==> config.mk <==
export PLATFORM = sky130hd
export DESIGN_NAME = gpio_irq_bank_flat
export DESIGN_NICKNAME = d
export VERILOG_FILES = /design/src/rtl/gpio_pkg.sv /design/src/rtl/gpio_irq_bank_if.sv /design/src/rtl/gpio_port.sv /design/src/rtl/gpio_irq_bank.sv /design/src/flat_wrapper.sv
export SDC_FILE = /design/constraint.sdc
export NUM_CORES = 1
export LEC_CHECK = 0
export CORE_UTILIZATION = 35
export CTS_CLUSTER_DIAMETER = 120
export CTS_CLUSTER_SIZE = 12
export DETAILED_ROUTE_END_ITERATION = 12
export GPL_TIMING_DRIVEN = 0
export PLACE_DENSITY = 0.54
export SETUP_SLACK_MARGIN = 0.3
export SYNTH_ARGS = -nofsm -noshare
export SYNTH_HDL_FRONTEND = slang
export SYNTH_SLANG_ARGS = --single-unit
==> constraint.sdc <==
create_clock -name clk -period 2.5 [get_ports clk]
set_clock_uncertainty 0.1 [all_clocks]
set_input_delay 0.5 -clock clk [delete_from_list [all_inputs] [get_ports clk]]
set_output_delay 0.5 -clock clk [all_outputs]
set_load 0.005 [all_outputs]
==> src/rtl/gpio_pkg.sv <==
// rtl/gpio_pkg.sv - shared register offsets and address-decode helpers for the GPIO bank
package gpio_pkg;

    localparam int ADDR_W     = 14;
    localparam int DATA_W     = 16;
    localparam int OFF_STRIDE = 8;

    localparam logic [2:0] OFF_IN      = 3'd0;
    localparam logic [2:0] OFF_OUT     = 3'd1;
    localparam logic [2:0] OFF_DIR     = 3'd2;
    localparam logic [2:0] OFF_RISE_EN = 3'd3;
    localparam logic [2:0] OFF_FALL_EN = 3'd4;
    localparam logic [2:0] OFF_PEND    = 3'd5;
    localparam logic [2:0] OFF_SET     = 3'd6;
    localparam logic [2:0] OFF_CLR     = 3'd7;

    // IRQ_STAT sits directly after the last port window
    function automatic int irq_stat_index(input int n_ports);
        return n_ports * OFF_STRIDE;
    endfunction

    function automatic logic port_hit(input logic [ADDR_W-1:0] addr,
                                      input logic [ADDR_W-1:0] base,
                                      input int p);
        int lo;
        lo = int'(base) + p * OFF_STRIDE;
        return (int'(addr) >= lo) && (int'(addr) < lo + OFF_STRIDE);
    endfunction

    function automatic logic irq_stat_hit(input logic [ADDR_W-1:0] addr,
                                          input logic [ADDR_W-1:0] base,
                                          input int n_ports);
        return int'(addr) == int'(base) + irq_stat_index(n_ports);
    endfunction

endpackage

==> src/rtl/gpio_irq_bank_if.sv <==
// rtl/gpio_irq_bank_if.sv - CPU IO bus bundle between the bus master and the GPIO bank
interface gpio_irq_bank_if;
    import gpio_pkg::*;

    logic              CS;
    logic [ADDR_W-1:0] adresse;
    logic              write;
    logic              read;
    logic [DATA_W-1:0] DATAout;
    logic [DATA_W-1:0] DATAin;

    modport master (output CS, adresse, write, read, DATAout, input DATAin);
    modport slave  (input CS, adresse, write, read, DATAout, output DATAin);
endinterface

==> src/rtl/gpio_port.sv <==
// rtl/gpio_port.sv - one GPIO port: input sync, edge detect, pending bits and its registers
module gpio_port
    import gpio_pkg::*;
#(
    parameter int WIDTH = 8
) (
    input  logic             clk,
    input  logic             rst,
    input  logic [WIDTH-1:0] pad,
    input  logic             wr_en,
    input  logic [2:0]       off,
    input  logic [WIDTH-1:0] wr_data,
    output logic [WIDTH-1:0] rd_val,
    output logic [WIDTH-1:0] out_val,
    output logic [WIDTH-1:0] dir_val,
    output logic             pend_any
);

    logic [WIDTH-1:0] s1, s2, prev;
    logic [WIDTH-1:0] out_q, dir_q, rise_en, fall_en, pend;
    logic [WIDTH-1:0] new_pend, clr_mask;

    assign new_pend = (s2 & ~prev & rise_en) | (~s2 & prev & fall_en);
    assign clr_mask = (wr_en && off == OFF_PEND) ? wr_data : '0;

    always_ff @(posedge clk) begin
        if (rst) begin
            s1      <= '0;
            s2      <= '0;
            prev    <= '0;
            out_q   <= '0;
            dir_q   <= '0;
            rise_en <= '0;
            fall_en <= '0;
            pend    <= '0;
        end else begin
            s1   <= pad;
            s2   <= s1;
            prev <= s2;
            // a fresh edge beats a same-cycle write-1-to-clear
            pend <= (pend & ~clr_mask) | new_pend;
            if (wr_en) begin
                case (off)
                    OFF_OUT:     out_q   <= wr_data;
                    OFF_DIR:     dir_q   <= wr_data;
                    OFF_RISE_EN: rise_en <= wr_data;
                    OFF_FALL_EN: fall_en <= wr_data;
                    OFF_SET:     out_q   <= out_q | wr_data;
                    OFF_CLR:     out_q   <= out_q & ~wr_data;
                    default:     ;
                endcase
            end
        end
    end

    always_comb begin
        rd_val = '0;
        case (off)
            OFF_IN:      rd_val = s2;
            OFF_OUT:     rd_val = out_q;
            OFF_DIR:     rd_val = dir_q;
            OFF_RISE_EN: rd_val = rise_en;
            OFF_FALL_EN: rd_val = fall_en;
            OFF_PEND:    rd_val = pend;
            default:     rd_val = '0;
        endcase
    end

    assign out_val  = out_q;
    assign dir_val  = dir_q;
    assign pend_any = |pend;

endmodule

==> src/rtl/gpio_irq_bank.sv <==
// rtl/gpio_irq_bank.sv - memory-mapped GPIO bank with aggregated edge interrupt
module gpio_irq_bank
    import gpio_pkg::*;
#(
    parameter int               N_PORTS = 2,
    parameter int               WIDTH   = 8,
    parameter logic [ADDR_W-1:0] BASE   = 14'd16
) (
    input  logic                       clk,
    input  logic                       rst,
    gpio_irq_bank_if.slave             bus,
    input  logic [N_PORTS*WIDTH-1:0]   gpio_in,
    output logic [N_PORTS*WIDTH-1:0]   gpio_out,
    output logic [N_PORTS*WIDTH-1:0]   gpio_oe,
    output logic                       irq
);

    logic [N_PORTS-1:0] port_sel;
    logic [N_PORTS-1:0] pend_any;
    logic [WIDTH-1:0]   rd_vals [N_PORTS];
    logic [2:0]         off;
    logic               irq_stat_sel;
    logic [DATA_W-1:0]  rd_next;
    logic [DATA_W-1:0]  data_q;
    logic               irq_q;
    logic               unused_data;

    // port windows are 8-aligned relative to BASE, so the offset is the low bits of addr-BASE
    assign off          = bus.adresse[2:0] - BASE[2:0];
    assign irq_stat_sel = bus.CS && irq_stat_hit(bus.adresse, BASE, N_PORTS);
    assign unused_data  = ^bus.DATAout;

    for (genvar p = 0; p < N_PORTS; p++) begin : g_port
        assign port_sel[p] = bus.CS && port_hit(bus.adresse, BASE, p);

        gpio_port #(.WIDTH(WIDTH)) u_port (
            .clk      (clk),
            .rst      (rst),
            .pad      (gpio_in[p*WIDTH +: WIDTH]),
            .wr_en    (port_sel[p] && bus.write),
            .off      (off),
            .wr_data  (bus.DATAout[WIDTH-1:0]),
            .rd_val   (rd_vals[p]),
            .out_val  (gpio_out[p*WIDTH +: WIDTH]),
            .dir_val  (gpio_oe[p*WIDTH +: WIDTH]),
            .pend_any (pend_any[p])
        );
    end

    always_comb begin
        rd_next = '0;
        if (irq_stat_sel) begin
            rd_next[N_PORTS-1:0] = pend_any;
        end
        for (int i = 0; i < N_PORTS; i++) begin
            if (port_sel[i]) begin
                rd_next[WIDTH-1:0] = rd_vals[i];
            end
        end
    end

    always_ff @(posedge clk) begin
        if (rst) begin
            data_q <= '0;
            irq_q  <= 1'b0;
        end else begin
            data_q <= (bus.CS && bus.read) ? rd_next : '0;
            irq_q  <= |pend_any;
        end
    end

    assign bus.DATAin = data_q;
    assign irq        = irq_q;

endmodule

==> src/flat_wrapper.sv <==
// flat-port wrapper written by rule: the top's interface ports become plain ports
module gpio_irq_bank_flat import gpio_pkg::*;
#(
    parameter int               N_PORTS = 2,
    parameter int               WIDTH   = 8,
    parameter logic [ADDR_W-1:0] BASE   = 14'd16
)
  (clk, rst, gpio_in, gpio_out, gpio_oe, irq, bus_CS, bus_adresse, bus_write, bus_read, bus_DATAout, bus_DATAin);
  gpio_irq_bank_if bus_i ();
  input  logic clk;
  input  logic rst;
  input  logic [N_PORTS*WIDTH-1:0] gpio_in;
  output logic [N_PORTS*WIDTH-1:0] gpio_out;
  output logic [N_PORTS*WIDTH-1:0] gpio_oe;
  output logic irq;
  input wire logic [$bits(bus_i.CS)-1:0] bus_CS;
  input wire logic [$bits(bus_i.adresse)-1:0] bus_adresse;
  input wire logic [$bits(bus_i.write)-1:0] bus_write;
  input wire logic [$bits(bus_i.read)-1:0] bus_read;
  input wire logic [$bits(bus_i.DATAout)-1:0] bus_DATAout;
  output wire logic [$bits(bus_i.DATAin)-1:0] bus_DATAin;
  assign bus_i.CS = bus_CS;
  assign bus_i.adresse = bus_adresse;
  assign bus_i.write = bus_write;
  assign bus_i.read = bus_read;
  assign bus_i.DATAout = bus_DATAout;
  assign bus_DATAin = bus_i.DATAin;
  gpio_irq_bank #(.N_PORTS(N_PORTS), .WIDTH(WIDTH), .BASE(BASE)) u_core (.clk(clk), .rst(rst), .bus(bus_i), .gpio_in(gpio_in), .gpio_out(gpio_out), .gpio_oe(gpio_oe), .irq(irq));
endmodule
# == Word-level counts from Yosys, hierarchy flattened ==
# Cells that the tools add are included.
# op_classes
n_lt_le_gt_ge,4
reduce_logical,24
mux,9
eq_ne,8
bitwise,26
# ops
operator,count
8-bit bitwise AND,12
8-bit case mux with 6 select lines,2
8-bit NOT,7
8-bit OR,6
8-bit case mux with 3 select lines,2
8-bit 2-to-1 mux,4
"14-bit by 5-bit >= comparator with 1-bit output, second input constant",2
2-bit AND reduction,8
16-bit OR reduction,1
8-bit OR reduction,2
"14-bit by 7-bit == test with 1-bit output, second input constant",1
"14-bit by 5-bit < comparator with 1-bit output, second input constant",1
"14-bit by 6-bit < comparator with 1-bit output, second input constant",1
"3-bit == test, second input constant",4
1-bit logical AND,10
"3-bit by 2-bit == test with 1-bit output, second input constant",2
"3-bit by 1-bit == test with 1-bit output, second input constant",1
3-bit logical NOT,1
3-bit nonzero test,1
2-bit 2-to-1 mux,1
2-bit OR reduction,1
1-bit NOT,1
# word_totals
register_bits,145
word_cells,90
output_inout_bits,49

# == Depth between registers and ports, before layout ==
# depth
ltp_word,9
mapped_depth,7

# == Cells and area by module ==
# A second synthesis with hierarchy kept.
# hier_totals
cells_unflattened,618
hier_area_um2,6068.3
# by_module_without_submodules
module,area_each_um2,n_inst,seq_area_each_um2,cells_per_inst
gpio_port,2767.7,2,1281.2,281
gpio_irq_bank,533.0,1,180.2,56

# == Worst setup path after synthesis ==
# No wires, ideal clock.
# synth_path
kind,in2reg
startpoint,in bus_adresse[11]
endpoint,reg u_core.g_port[0].u_port.fall_en[0]
setup_time_ns,0.125
path_buffers,1
stages,5
arrival_ns,1.785
path_slack_ns,0.490
t_required_ns,2.275
path_cell_list,nor4_1 > nand3_1 > or4_1 > buf_4 > mux2i_1
# synth_between
elab_chain_len,5
elab_cells_between_ends,6
cone_classes,order compare: 2; reduce/logical: 4
# synth_rtl
item,line_no,rtl
from (decl),flat_wrapper.sv:17,input wire logic [$bits(bus_i.adresse)-1:0] bus_adresse;
14-bit by 5-bit >= comparator with 1-bit output / 14-bit by 5-bit < comparator with 1-bit output (equally long branches),gpio_pkg.sv:27,return (int'(addr) >= lo) && (int'(addr) < lo + OFF_STRIDE);
1-bit logical AND *,gpio_pkg.sv:27,
1-bit logical AND *,gpio_irq_bank.sv:34,"assign port_sel[p] = bus.CS && port_hit(bus.adresse, BASE, p);"
1-bit logical AND *,gpio_irq_bank.sv:40,".wr_en (port_sel[p] && bus.write),"
2-bit AND reduction (no source line) *,-,
to (signal assigned),gpio_port.sv:47,OFF_FALL_EN: fall_en <= wr_data;
to (decl),gpio_port.sv:20,"logic [WIDTH-1:0] out_q, dir_q, rise_en, fall_en, pend;"
# Every way passes the cells marked *; elsewhere a longest branch is shown, timed or not.
# A chain may end at the register's enable or synchronous reset.

# == Worst setup path after layout ==
# layout_path
startpoint,in bus_adresse[2]
endpoint,"reg u_core.data_q[3], in the netlist u_core.bus.DATAin[3]"
# layout_between
elab_chain_len,5
elab_cells_between_ends,18
cone_classes,order compare: 4; eq/ne: 5; mux: 4; reduce/logical: 5
# layout_rtl
item,line_no,rtl
14-bit by 5-bit >= comparator with 1-bit output / 14-bit by 5-bit < comparator with 1-bit output (equally long branches),gpio_pkg.sv:27,
1-bit logical AND,gpio_pkg.sv:27,
1-bit logical AND,gpio_irq_bank.sv:34,
8-bit 2-to-1 mux,gpio_irq_bank.sv:56,if (port_sel[i]) begin
8-bit 2-to-1 mux *,gpio_irq_bank.sv:56,
to (signal assigned),gpio_irq_bank.sv:67,data_q <= (bus.CS && bus.read) ? rd_next : '0;
to (decl),gpio_irq_bank.sv:24,logic [DATA_W-1:0] data_q;
# Marks and branches as above.

==> results by group <==
Run status
  • Status: complete, no violations

Final layout
  • Layout area overhead: 30.8%
  • Fraction of layout cells with a size suffix above 1: 0.152
  • Fill count: 1555
  • Final Non-Filler Cells: 938
  • ANT cells: 0
  • FF+latch area: 2740 um^2
  • Final instance area: 7850 um^2
  • Util after Layout: 0.472
  • Multi-input logic area: 3150 um^2
  • Nets: 758

Synthesis
  • Syn Std Cell Area: 6000 um^2
  • Ys async rst share: 0
  • Yosys cell types: 49
  • Synth area leader: dfxtp_1
  • Mapped Cells: 595
  • Seq/Total Area, Yosys: 0.457
  • #FFs+latches synth: 137
  • Top post-synthesis cells by area: dfxtp_1, mux2i_1, nor2b_1
  • EDFF count, synth: 0
  • Top cell type's share of synthesized area: 0.457
  • Ys Warns: 0
  • Mean post-synth cell area: 10.1 um^2
  • Ys flop type: dfxtp_1

Route
  • Antenna viol nets, final: 0
  • DR WL/cell: 21.7 um
  • Initial DRC Count: 374
  • DRC errors left: 0
  • Vias per cell: 5.51
  • Routed WL: 20300 um
  • Vias: 5167
  • DR pass1 iterations: 5

Die
  • Die ar.: 17700 um^2
  • Rows: 47
  • Die W: 133 um
  • Initial Util: 0.361
  • Die Span Y: 133 um
  • Core box area: 16600 um^2
  • IO Pins: 100

Critical path
  • R2R Path Start: u_core.g_port[0].u_port.out_val[1]
  • Reg2Reg Setup Slack: 990 ps
  • Crit-path cells: buf_4 -> clkbuf_1 -> clkbuf_2 -> a22oi_1 -> o22ai_1 -> a32o_1
  • Reg2Reg Capture Point: u_core.bus.DATAin[1]
  • CP max stage cell: clkbuf_1
  • CP arrival: 2480 ps
  • Critical path peak fanout: 10
  • CP Capture Type: flop
  • Worst R2R Path Depth: 4
  • CP startpoint kind: input pin
  • Crit Path Category: in -> reg
  • Crit-path max cell delay: 600 ps
  • Worst path required time: 2770 ps

CTS
  • Root buffer cell: clkbuf_16
  • Longest Clk Path Bufs: 2
  • TritonCTS Buffers: 17
  • H-tree levels: 4
  • CTS tree: done
  • Hold-fix buffer count after cts: 0
  • Clk pin slew, worst setup/hold paths: 60 ps
  • Num Clock Sinks: 137
  • Worst-Skew Late Latency: 430 ps

Timing
  • Fin crit period: 2210 ps
  • Final Hold Violating Endpoints: 0
  • Worst-Margin Slew: 785 ps
  • Slew headroom: 0.476
  • Period utilization: 0.885
  • RSZ-0062 raised after global routing: true
  • Fmax: 452 MHz
  • Max-slew violation count: 0
  • Final setup vio count: 0
  • WHS: 332 ps
  • Fin Setup TNS: 0 ps

GRT
  • Vias in the first global route: 5063
  • Total track usage: 0.237
  • Initial antenna violation count: 0
  • Largest net degree at the start of global routing: 17
  • GRT overflow: 0
  • First-pass GRT wire length: 30500 um

Min path
  • Hold path depth: 1
  • Hold Path Sink: u_core.g_port[0].u_port.s2[6]
  • Hold Path Class: reg -> reg
  • Hold Path Origin: u_core.g_port[0].u_port.s1[6]

Job
  • Max-cap violation count: 0

Placed design
  • Final GP Congestion: 0.931
  • Placed insts: 903
  • Post-DP Area: 7110 um^2
  • Port bufs: 81
  • HPWL after DPL: 15000 um

Power
  • Peak supply drop: 541 uV
  • Pwr per Cell Area: 630 nW/um^2
  • Leakage: 3.09 nW
==> registers in the layout, summed over array words and instances (netlist names) <==
signal and count:
u_core.g_port.u_port.out_val 16, u_core.g_port.u_port.rise_en 16, u_core.g_port.u_port.s1 16, u_core.g_port.u_port.dir_val 16
u_core.irq 1, u_core.g_port.u_port.prev 16, u_core.g_port.u_port.fall_en 16, u_core.g_port.u_port.s2 16
u_core.g_port.u_port.pend 16, u_core.bus.DATAin 8
==> cell usage in the layout, fill, tap and decap left out, types with 8 or more instances in the layout <==
| cell | synthesis | routed |
|---|---|---|
| dlymetal6s2s_1 | 0 | 8 |
| o311ai_0 | 16 | 14 |
| mux2i_1 | 55 | 55 |
| nor2b_1 | 53 | 51 |
| o22ai_1 | 9 | 9 |
| clkdlybuf4s50_1 | 0 | 73 |
| mux2_2 | 20 | 20 |
| clkbuf_1 | 22 | 19 |
| buf_4 | 11 | 15 |
| a31oi_1 | 16 | 16 |
| nand2_1 | 59 | 59 |
| conb_1 | 1 | 8 |
| a21oi_1 | 10 | 10 |
| nand3b_1 | 33 | 33 |
| a22oi_1 | 19 | 18 |
| o31ai_1 | 16 | 16 |
| clkbuf_2 | 1 | 9 |
| clkbuf_16 | 0 | 17 |
| nand2b_1 | 22 | 22 |
| o21ai_0 | 18 | 18 |
| dfxtp_1 | 137 | 137 |
==> metrics by stage <==
step	total power, mW	worst slack (ps)
after floorplan	2.44	490
after detailed placement	2.61	-907
after global routing	5.07	270
after CTS	4.95	258
after global placement	2.60	-937
final	4.95	288
==> Yosys cell counts (all sizes together), types with 3 or more instances <==
cell type	n
clkbuf	23
o21a	3
inv	4
mux2i	55
nor2	6
o31ai	16
a31oi	16
mux4	5
nor3b	3
buf	20
a21oi	10
nand3	12
dfxtp	137
or4	4
a22o	5
o21ai	18
nand2b	22
o311ai	16
mux2	20
nand3b	33
o22ai	9
nand2	59
a22oi	19
nor3	4
nor4	5
nor2b	53
==> layer usage <==
metal | routed length, um | part of all wire | track usage | up-vias
met2 | 9300 | 0.46 | 0.374 | 226
met4 | 643 | 0.032 | 0.111 | 0
met3 | 1620 | 0.080 | 0.0632 | 45
met1 | 8790 | 0.43 | 0.299 | 2513
met5 | 0 | 0 | 0 | -
li1 | - | - | - | 2383
==> power breakdown <==
group          internal, mW  switching, mW  total (mW)
logic                 0.140          0.206       0.347
clock network          1.40          0.968        2.37
registers              2.21         0.0168        2.23
total                  3.76           1.19        4.95
==> cell type report <==
type,instances,area share
Clock inverter,8,0.00941
Multi-Input combinational cell,417,0.401
Tap cell,220,0.0351
Timing Repair Buffer,86,0.114
Inverter,5,0.00239
Sequential cell,137,0.349
Buffer,43,0.0293
Clock buffer,22,0.0591
==> cell families (layout without fill, tap and decap cells) <==
group	after synthesis	count (layout)	synth area share
other	1	8	0.000625
AO/OA/AOI/OAI	120	120	0.139
AND/OR/NAND/NOR	209	209	0.217
multiplexers	80	80	0.148
buffers and inverters	48	164	0.0384
flip-flops	137	137	0.457
==> worst max-delay path: cells and delay by family <==
kind	cells	cell delay [ps]
buffers and inverters	3	1220
AO/OA/AOI/OAI	3	750
==> how the worst max path moves through the flow <==
stage	startpoint	to	slack [ps]	depth (start not counted)
after floorplan	bus_adresse[11]	u_core.g_port[0].u_port.fall_en[0]	490	5
after global placement	bus_CS	u_core.bus.DATAin[5]	-940	5
after detailed placement	bus_CS	u_core.bus.DATAin[5]	-910	5
after CTS	bus_CS	u_core.g_port[0].u_port.pend[7]	260	6
after global routing	bus_adresse[1]	u_core.g_port[0].u_port.fall_en[4]	270	6
final	bus_adresse[2]	u_core.bus.DATAin[3]	290	6
==> repair_timing <==
action | in CTS | in global routing
endpoints found under the setup margin | 88 | 79
gates resized for setup | 18 | 23
pin swaps | 8 | 11
setup buffers | 4 | 1
Note: power is estimated with default switching activity, not from simulation.
==> variant (same flow settings) <==
Put a register stage on the output `gpio_oe`, with the module's reset. The value now appears one clock later. The other outputs are not delayed to match.
--- a/src/rtl/gpio_irq_bank.sv
+++ b/src/rtl/gpio_irq_bank.sv
@@ -15,4 +15,6 @@
     output logic                       irq
 );
+
+    logic [N_PORTS*WIDTH-1:0] gpio_oe_d;
 
     logic [N_PORTS-1:0] port_sel;
@@ -43,5 +45,5 @@
             .rd_val   (rd_vals[p]),
             .out_val  (gpio_out[p*WIDTH +: WIDTH]),
-            .dir_val  (gpio_oe[p*WIDTH +: WIDTH]),
+            .dir_val  (gpio_oe_d[p*WIDTH +: WIDTH]),
             .pend_any (pend_any[p])
         );
@@ -73,4 +75,12 @@
     assign irq        = irq_q;
 
+    always_ff @(posedge clk) begin
+        if (rst) begin
+            gpio_oe <= '0;
+        end else begin
+            gpio_oe <= gpio_oe_d;
+        end
+    end
+
 endmodule
 
Behaviour: not the same (Yosys sat finds a counterexample within 4 cycles, from zero or initial values and one cycle with rst high).
==> variant against the unedited design <==
Worst setup slack gained 0.015 ns. Global-route usage down 0.88 points. Sequential cell count up 16. Synthesized area rose by 5.3%. Power is 11% higher. Routed wire length about the same. Design area rose by 5.6%. Critical path depth decreased by 1. Worst hold slack about the same. Critical endpoint is now u_core.g_port[0].u_port.fall_en[7]. Highest routed layer unchanged.
==> variant: results (changes against the unedited design) <==
stage	metric	value	unit	change
run_status	status	complete, no violations		
routing	drt first pass iters	7		+2
sta	Fmax achieved	455	MHz	+0.70%
final_layout	share of post-route cells with drive strength above 1	16.6	%	+1.4 points
power	internal power	0.00426	W	+14%
place	Port Buffers	82		+1.2%
grt	GR Util met2	35.4	%	-2.0 points
place	Placed Instances	945		+4.7%
worst_hold_path	HP Start	u_core.g_port[1].u_port.s1[0]		
routing	routed len/inst	20.7	µm	-4.5%
setup_path	reg2reg end	u_core.bus.DATAin[4]		
setup_path	Worst setup endpoint	u_core.g_port[0].u_port.fall_en[7]		
clock_tree	post-CTS sizing	27		+9
setup_path	crit path from	bus_adresse[11]		
place	pre-CTS WS	-0.754	ns	+0.153 ns
final_layout	Nets	796		+5.0%
setup_path	worst r2r src	u_core.g_port[0].u_port.rise_en[4]		
final_layout	# fillers	1650		+6.1%
grt	met1 Use GR	30.6	%	+0.74 points
power	Clk pwr share	48.5	%	+0.6 points
setup_path	Arr. time, crit path	2.38	ns	-0.10 ns
grt	first-pass GRT wire length	30500	µm	-0.13%
worst_hold_path	HP Class	flip-flop to flip-flop		
grt	initial antenna violation count	0		unchanged
power	total power	0.00550	W	+11%
synth	mux contribution to synthesized area	11.7	%	-3.1 points
clock_tree	clk_lat worst skew	0.42	ns	
place	GP Congestion	0.878		-5.7%
grt	GR Layer Usage met3	5.70	%	-0.62 points
synth	Mapped Cells	631		+6.1%
final_layout	n_diodes	0		unchanged
synth	largest cells by area after synthesis	dfxtp_1 48%, nor2b_1 8.2%, o21ai_0 6.4%		
setup_path	worst-path fanout max	8		-2
sta	Hold Slack	0.332	ns	-0.000173 ns
synth	Synth async-reset ratio	0	%	unchanged
place	HPWL after DPL	14400	µm	-4.1%
power	Pleak	3.18	nW	+3.0%
setup_path	R2R depth	3		-1
synth	Distinct cells, synth	46		-6.1%
routing	via/cell ratio	5.45		-1.1%
routing	violation count after the first detailed-routing iteration	569		+52%
synth	Post-Synth XOR/XNOR Area	0	%	unchanged
grt	Total Routing Usage GR	22.8	%	-0.88 points
clock_tree	maximum root-to-sink buffer count	2		unchanged
synth	Seq/Total Area, Yosys	48.5	%	+2.8 points
clock_tree	htree depth	4		unchanged
final_layout	Non-Filler Instances	983		+4.8%
place	DP Area	0.00745	mm²	+4.7%
sta	Slew headroom	54.9	%	+7.3 points
floorplan	DIE WIDTH	136	µm	+2.6%
clock_tree	root buffer cell	clkbuf_16		
worst_hold_path	hold path endpoint	u_core.g_port[1].u_port.s2[0]		
power	sequential share of power	45.2	%	about the same
power	Worst VDD drop	0.000469	V	-13%
power	PD cells	664	mW/mm²	+5.3%
synth	Compound-Gate Fraction of Synth Area	13.6	%	-0.32 points
grt	vias in the first global route	5211		+2.9%
synth	synth cell count leaders	153 x dfxtp_1, 83 x nor2b_1, 81 x o21ai_0		
clock_tree	total clock buffers created by CTS	17		unchanged
clock_tree	CTS clk-pin slew, worst paths	0.06	ns	about the same
variant: cell types whose count changed after synthesis, moves of 5 or more:
cell / delta
o21ai_0: +63
nand2_1: -45
nor2b_1: +30
nand2b_1: +19
dfxtp_1: +16
mux2i_1: -16
o311ai_0: -16
o31ai_1: -16
clkbuf_1: +7
o22a_1: +6
a22o_1: -5
variant: layout make-up:
cell class,count,area share [%]
multi-input cells,434,38.1
flip-flops and latches,153,37.0
repair buffers,88,10.8
clock buffers,21,5.68
well taps,225,3.40
plain buffers,46,3.17
clock inverters,11,1.75
inverters,5,0.226
variant: routing by layer:
| layer | up-vias | wire (µm) |
|---|---|---|
| met5 | - | 0 |
| met4 | 0 | 389 |
| met3 | 33 | 1680 |
| met2 | 258 | 9100 |
| met1 | 2594 | 9200 |
| li1 | 2471 | - |
variant: critical path, cell delays in order:
cell and delay [ns]:
clkdlybuf4s50_1 0.47, or4_4 0.49, nor4_4 0.47, nand3_4 0.26, mux2i_1 0.19
